==> config.mk <==
export PLATFORM = sky130hd
export DESIGN_NAME = tx_resp_sched
export DESIGN_NICKNAME = d
export VERILOG_FILES = /design/src/rtl/sys_ctrl_pkg.sv /design/src/rtl/resp_slot.sv /design/src/rtl/tx_resp_sched.sv
export SDC_FILE = /design/constraint.sdc
export NUM_CORES = 1
export LEC_CHECK = 0
export CORE_MARGIN = 2
export CORE_UTILIZATION = 24
export CTS_BUF_LIST = sky130_fd_sc_hd__clkbuf_2 sky130_fd_sc_hd__clkbuf_4 sky130_fd_sc_hd__clkbuf_8
export CTS_CLUSTER_SIZE = 14
export DETAILED_ROUTE_END_ITERATION = 12
export GPL_ROUTABILITY_DRIVEN = 1
export GPL_TIMING_DRIVEN = 1
export HOLD_SLACK_MARGIN = 0.03
export PLACE_DENSITY = 0.49
export SLEW_MARGIN = 15
export SYNTH_ARGS = -nofsm -noshare
export SYNTH_HDL_FRONTEND = slang
export SYNTH_SLANG_ARGS = --single-unit
==> constraint.sdc <==
create_clock -name CLK -period 1.55 [get_ports CLK]
set_input_delay 0.155 -clock CLK [delete_from_list [all_inputs] [get_ports CLK]]
set_output_delay 0.155 -clock CLK [all_outputs]
set_load 0.02 [all_outputs]
==> src/rtl/sys_ctrl_pkg.sv <==
// Purpose: shared constants for the SYS_CTRL response path (scheduler FSM states, grant ids).
// Latency: n/a (constants only).
// Backpressure: n/a.
package sys_ctrl_pkg;

  // Scheduler FSM state encoding
  localparam logic [1:0] IDLE      = 2'b00;
  localparam logic [1:0] SEND_RF   = 2'b01;
  localparam logic [1:0] SEND_ALU0 = 2'b10;
  localparam logic [1:0] SEND_ALU1 = 2'b11;

  // Round-robin grant identifiers
  localparam logic GRANT_RF  = 1'b0;
  localparam logic GRANT_ALU = 1'b1;

endpackage

==> src/rtl/resp_slot.sv <==
// Purpose: one-entry holding slot for a response word; flags overflow when a strobe hits a held word.
// Latency: strobe in cycle t -> busy and data visible in t+1; overflow pulse in t+1.
// Backpressure: none upstream; a strobe on a held, not-freed slot is dropped and reported.
module resp_slot #(
  parameter int WIDTH = 8
) (
  input  logic             i_clk,
  input  logic             i_rst,
  input  logic             i_load,
  input  logic [WIDTH-1:0] i_data,
  input  logic             i_free,
  output logic             o_busy,
  output logic [WIDTH-1:0] o_data,
  output logic             o_ovf
);

  logic             r_busy;
  logic [WIDTH-1:0] r_data;
  logic             r_ovf;

  // A load is accepted when the slot is empty or its last byte goes out this cycle
  logic w_accept;
  assign w_accept = i_load & (~r_busy | i_free);

  // Slot register: load/reload, free, and one-cycle overflow pulse
  always_ff @(posedge i_clk) begin
    if (i_rst) begin
      r_busy <= 1'b0;
      r_data <= '0;
      r_ovf  <= 1'b0;
    end else begin
      r_ovf <= i_load & r_busy & ~i_free;
      if (w_accept) begin
        r_data <= i_data;
        r_busy <= 1'b1;
      end else if (i_free) begin
        r_busy <= 1'b0;
      end
    end
  end

  assign o_busy = r_busy;
  assign o_data = r_data;
  assign o_ovf  = r_ovf;

endmodule

==> src/rtl/tx_resp_sched.sv <==
// Purpose: round-robin scheduler of ALU (2-byte) and RF (1-byte) responses onto the TX FIFO write port.
// Latency: strobe in t -> first FIFO write in t+2; ALU second byte in t+3; one IDLE cycle between grants.
// Backpressure: FIFO_FULL holds the current SEND state and byte; slots report BUSY/OVF_ERR upstream.
module tx_resp_sched
  import sys_ctrl_pkg::*;
#(
  parameter int DATA_WIDTH    = 8,
  parameter int ALU_WIDTH     = 16,   // must be 2*DATA_WIDTH
  parameter int ALU_MSB_FIRST = 0
) (
  input  logic                  CLK,
  input  logic                  RST,
  input  logic [ALU_WIDTH-1:0]  ALU_OUT,
  input  logic                  ALU_VLD,
  input  logic [DATA_WIDTH-1:0] RD_DATA,
  input  logic                  RD_VLD,
  input  logic                  FIFO_FULL,
  output logic [DATA_WIDTH-1:0] TX_P_DATA,
  output logic                  TX_D_VLD,
  output logic                  ALU_SLOT_BUSY,
  output logic                  RF_SLOT_BUSY,
  output logic                  OVF_ERR
);

  logic [1:0]            r_state;
  logic [1:0]            w_state_nxt;
  logic                  r_last_grant;
  logic                  w_tie_grant;
  logic [DATA_WIDTH-1:0] r_last_dat;
  logic [DATA_WIDTH-1:0] w_mux;

  logic                  w_alu_busy, w_alu_ovf, w_alu_free;
  logic [ALU_WIDTH-1:0]  w_alu_dat;
  logic                  w_rf_busy, w_rf_ovf, w_rf_free;
  logic [DATA_WIDTH-1:0] w_rf_dat;
  logic [DATA_WIDTH-1:0] w_alu_lo, w_alu_hi, w_alu_b0, w_alu_b1;
  logic                  w_tx_vld;

  // A byte is written whenever a SEND state sees room in the FIFO; reset kills the strobe outright
  assign w_tx_vld   = (r_state != IDLE) & ~FIFO_FULL & ~RST;
  assign w_rf_free  = (r_state == SEND_RF)   & w_tx_vld;
  assign w_alu_free = (r_state == SEND_ALU1) & w_tx_vld;

  resp_slot #(.WIDTH(ALU_WIDTH)) u_alu_slot (
    .i_clk  (CLK),
    .i_rst  (RST),
    .i_load (ALU_VLD),
    .i_data (ALU_OUT),
    .i_free (w_alu_free),
    .o_busy (w_alu_busy),
    .o_data (w_alu_dat),
    .o_ovf  (w_alu_ovf)
  );

  resp_slot #(.WIDTH(DATA_WIDTH)) u_rf_slot (
    .i_clk  (CLK),
    .i_rst  (RST),
    .i_load (RD_VLD),
    .i_data (RD_DATA),
    .i_free (w_rf_free),
    .o_busy (w_rf_busy),
    .o_data (w_rf_dat),
    .o_ovf  (w_rf_ovf)
  );

  assign w_alu_lo = w_alu_dat[DATA_WIDTH-1:0];
  assign w_alu_hi = w_alu_dat[ALU_WIDTH-1:DATA_WIDTH];
  assign w_alu_b0 = (ALU_MSB_FIRST != 0) ? w_alu_hi : w_alu_lo;
  assign w_alu_b1 = (ALU_MSB_FIRST != 0) ? w_alu_lo : w_alu_hi;

  // Output byte mux; outside SEND the last driven byte is held
  always_comb begin
    w_mux = r_last_dat;
    case (r_state)
      SEND_RF:   w_mux = w_rf_dat;
      SEND_ALU0: w_mux = w_alu_b0;
      SEND_ALU1: w_mux = w_alu_b1;
      default:   w_mux = r_last_dat;
    endcase
  end

  // Next-state logic; the pointer only moves when both slots contend
  always_comb begin
    w_state_nxt = r_state;
    w_tie_grant = 1'b0;
    case (r_state)
      IDLE: begin
        if (w_rf_busy && w_alu_busy) begin
          w_tie_grant = 1'b1;
          w_state_nxt = (r_last_grant == GRANT_ALU) ? SEND_RF : SEND_ALU0;
        end else if (w_rf_busy) begin
          w_state_nxt = SEND_RF;
        end else if (w_alu_busy) begin
          w_state_nxt = SEND_ALU0;
        end
      end
      SEND_RF:   if (w_tx_vld) w_state_nxt = IDLE;
      SEND_ALU0: if (w_tx_vld) w_state_nxt = SEND_ALU1;
      SEND_ALU1: if (w_tx_vld) w_state_nxt = IDLE;
      default:   w_state_nxt = IDLE;
    endcase
  end

  // State, round-robin pointer and held output byte
  always_ff @(posedge CLK) begin
    if (RST) begin
      r_state      <= IDLE;
      r_last_grant <= GRANT_ALU;
      r_last_dat   <= '0;
    end else begin
      r_state    <= w_state_nxt;
      r_last_dat <= w_mux;
      if (w_tie_grant) begin
        r_last_grant <= (w_state_nxt == SEND_RF) ? GRANT_RF : GRANT_ALU;
      end
    end
  end

  assign TX_P_DATA     = w_mux;
  assign TX_D_VLD      = w_tx_vld;
  assign ALU_SLOT_BUSY = w_alu_busy;
  assign RF_SLOT_BUSY  = w_rf_busy;
  assign OVF_ERR       = w_alu_ovf | w_rf_ovf;

endmodule

==> flow_metrics.env <==
export IMPL_slew_violations=0
export IMPL_ys_ff_latch=39
export IMPL_hold_end="r_last_grant"
export IMPL_power_w=0.00247
export IMPL_synth_compound_area_share_pct=19.6
export IMPL_antenna_left=0
export IMPL_critPathArrivalTime_ns=1.46
export IMPL_grt_antenna_before_repair=0
export IMPL_die_area_um2=9910
export IMPL_synth_edf_count=0
export IMPL_detail_route_wl_per_cell_um=16.9
export IMPL_post_route_min_period_ns=1.62
export IMPL_setup_violations=8
export IMPL_rr_worst_depth=6
export IMPL_nets=310
export IMPL_reg2reg_from="r_state[0]"
export IMPL_synth_top_cell_by_area="dfxtp_1"
export IMPL_avgSynthCellArea_um2=9.48
export IMPL_path_class="reg -> out"
export IMPL_yosys_top_cells_area="dfxtp_1 36%, nand4b_1 9.6%, nor3b_1 8.2%"
export IMPL_slowest_stage="mux4_2"
export IMPL_coreArea_um2=8810
export IMPL_grt_max_degree=58
export IMPL_area_growth_pct=40.7
export IMPL_synthAdderAreaFrac_pct=0
export IMPL_start_kind="flop"
export IMPL_wl_mm=6.56
export IMPL_p_switching_w=0.000711
export IMPL_synth_flop_cell="dfxtp_1"
export IMPL_synth_top_area_share_pct=35.6
export IMPL_drc_errors=0
export IMPL_worst_clock_skew_ns=0.00889
export IMPL_drive_above_1_share_pct=26.3
export IMPL_crit_chain="buf_6, mux4_2, buf_6"
export IMPL_slew_headroom_pct=78.9
export IMPL_final_area_um2=3080
export IMPL_grtUsageTotal_pct=13.2
export IMPL_n_antenna_cell=0
export IMPL_hold_class="in -> reg"
export IMPL_clkPwrFrac_pct=29.2
export IMPL_synthSimpleGateAreaFrac_pct=28.7
export IMPL_vias_per_cell=5.29
export IMPL_synthXorXnorAreaFrac_pct=0
export IMPL_pwr_share_comb_pct=24.7
export IMPL_gr_usage_met3_pct=2.32
export IMPL_p_sw_share_pct=28.8
export IMPL_die_h_um=99.5
export IMPL_synth_top_family_by_area="simple AND/OR/NAND/NOR gates"
export IMPL_synth_distinct_cells=31
export IMPL_clk_pin_slew_ns=0.08
export IMPL_dr_first_iter_drc_count=120
export IMPL_power_leakage_nw=1.04
export IMPL_status="complete, but fails checks"
export IMPL_grt_first_pass_wirelength_mm=10.5
export IMPL_setup_ws_ns=-0.0657
export IMPL_ioPinCount=41
export IMPL_synthMuxAreaShare_pct=8.57
export IMPL_r2r_end="u_alu_slot.o_data[2]"
export IMPL_rows=34
export IMPL_p_per_area_nw_per_um2=801
export IMPL_yosys_warnings=0
export IMPL_holdWs_ns=0.317
export IMPL_start_util_pct=24.9
export IMPL_fin_tns_setup_ns=-0.377
export IMPL_clock_latency_ns=0.30
export IMPL_syn_nets=260
export IMPL_peakVddDrop_uv=345
export IMPL_end_kind="primary output"
export IMPL_grt_most_used_layer="met2"
export IMPL_pwr_share_seq_pct=46.1
export IMPL_grt_use_met1_pct=18.9
export IMPL_rrSetupSlack_ns=0.03
export IMPL_gr_usage_met2_pct=20.4
export IMPL_dp_cells=378
export IMPL_root_buffer="clkbuf_8"
export IMPL_h_tree_depth=2
export IMPL_fp_dieW_um=99.5
export IMPL_drv_cap=0
export IMPL_async_flop_share_pct=0
export IMPL_dp_hpwl_mm=4.34
export IMPL_cp_max_fo=6
export IMPL_port_buffers=40
export IMPL_min_from="RST"
export IMPL_worst_pin_slew_ns=0.312
export IMPL_postSynthCellCount=231
export IMPL_dpl_cell_area_um2=2830
export IMPL_violations="setup timing"
export IMPL_rsz0062_at_grt="yes"
export IMPL_fin_cells=389
export IMPL_grt_pass1_vias=1984
export IMPL_hold_depth=3
export IMPL_synth_area_um2=2190
export IMPL_cts_buffers=5
export IMPL_fin_crit_sh_pct=104
export IMPL_internal_power_w=0.00176
export IMPL_cp_common_cell="buf_6"
export IMPL_seq_area_frac_synth_pct=35.6
export IMPL_firstDrtPassIters=4
export IMPL_cp_slowest_stage_delay_ns=0.53
export IMPL_gp_congestion=0.688
export IMPL_crit_required_ns=1.39
export IMPL_tritoncts="built"
export IMPL_clock_sinks=39
export IMPL_fmax_mhz=619
export IMPL_hold_viol=0
export IMPL_clockBufferDepth=2
export IMPL_grt_remaining_overflow=0
export IMPL_vias=2057
cells in the final DEF (no fill, tap or decap), drive strengths merged, types with 8 or more instances in the layout:
cell type	count
o311ai	24
nand2	26
clkbuf	8
nand4b	24
nor2b	10
mux4	8
nor3b	24
a31oi	24
buf	40
dfxtp	39
clkdlybuf4s50	27
power by group through the flow:
stage | sequential, W | clock (W) | combinational, W
after floorplan | 0.00114 | 0 | 0.000314
after global routing | 0.00115 | 0.000786 | 0.000662
after detailed placement | 0.00116 | 0 | 0.000573
after global placement | 0.00116 | 0 | 0.000566
final | 0.00114 | 0.000722 | 0.000610
after CTS | 0.00114 | 0.000741 | 0.000594
worst max-delay path by stage:
stage / endpoint / from / slack, ns
floorplan: r_last_dat[1] / r_state[0] / 0.13
global placement: TX_P_DATA[3] / r_state[0] / -0.20
detailed placement: TX_P_DATA[3] / r_state[0] / -0.20
CTS: TX_P_DATA[1] / r_state[0] / -0.08
global route: TX_P_DATA[2] / r_state[0] / -0.15
finish: TX_P_DATA[2] / r_state[0] / -0.07
synthesized netlist by cell type, types with 2 or more instances:
| library cell | instances |
|---|---|
| nor3b_1 | 24 |
| buf_2 | 11 |
| o311ai_0 | 11 |
| buf_6 | 3 |
| a31oi_1 | 24 |
| mux4_2 | 6 |
| mux4_1 | 2 |
| o311ai_1 | 13 |
| and2_1 | 2 |
| nand4b_1 | 24 |
| dfxtp_1 | 39 |
| clkinv_1 | 2 |
| clkbuf_1 | 14 |
| nor2_1 | 3 |
| nor2b_1 | 10 |
| a21oi_1 | 2 |
| nand2_1 | 26 |
| inv_1 | 2 |
routing by layer:
metal | routed length (um) | vias to the layer above
met1 | 3180 | 1001
met2 | 3090 | 46
li1 | - | 1006
met5 | 0 | -
met4 | 55 | 0
met3 | 224 | 4
per-stage QoR:
stage                     setup WS, ns  util [%]
after floorplan                  0.131         -
after global placement          -0.201      32.2
after detailed placement        -0.200      32.2
after CTS                      -0.0800      33.4
after global routing            -0.146      35.0
final                          -0.0657      35.0
registers in the layout, indices dropped and copies added, names as in the netlist:
register           count
u_rf_slot.o_data       8
u_alu_slot.o_busy      1
u_alu_slot.o_ovf       1
u_rf_slot.o_ovf        1
r_state                2
u_alu_slot.o_data     16
r_last_grant           1
u_rf_slot.o_busy       1
r_last_dat             8
worst max-delay path: cells and delay by family, from the launching register on:
family | cells | cell delay, ns
mux | 1 | 0.53
flops | 1 | 0.35
buf+inv | 2 | 0.29
what timing repair did:
item,in CTS,in global routing
cloned,0,2
setup endpoints to repair,11,26
hold buffers,0,0
pin swaps,0,2
resized for setup,63,15
buffers inserted,2,0
cell type report:
cell class / instances / area [um^2]
Fill cell: 906 / 5720
Multi-Input combinational cell: 159 / 1330
Sequential cell: 39 / 782
Timing Repair Buffer: 72 / 737
Tap cell: 108 / 135
Clock buffer: 6 / 82.6
Inverter: 4 / 15.0
Clock inverter: 1 / 5.00
cell families after synthesis:
kind of cell | count (synthesis)
AND/OR/NAND/NOR | 94
AO/OA/AOI/OAI | 57
flip-flops | 39
buffers and inverters | 33
multiplexers | 8
Note: power is estimated with default switching activity, not from simulation.
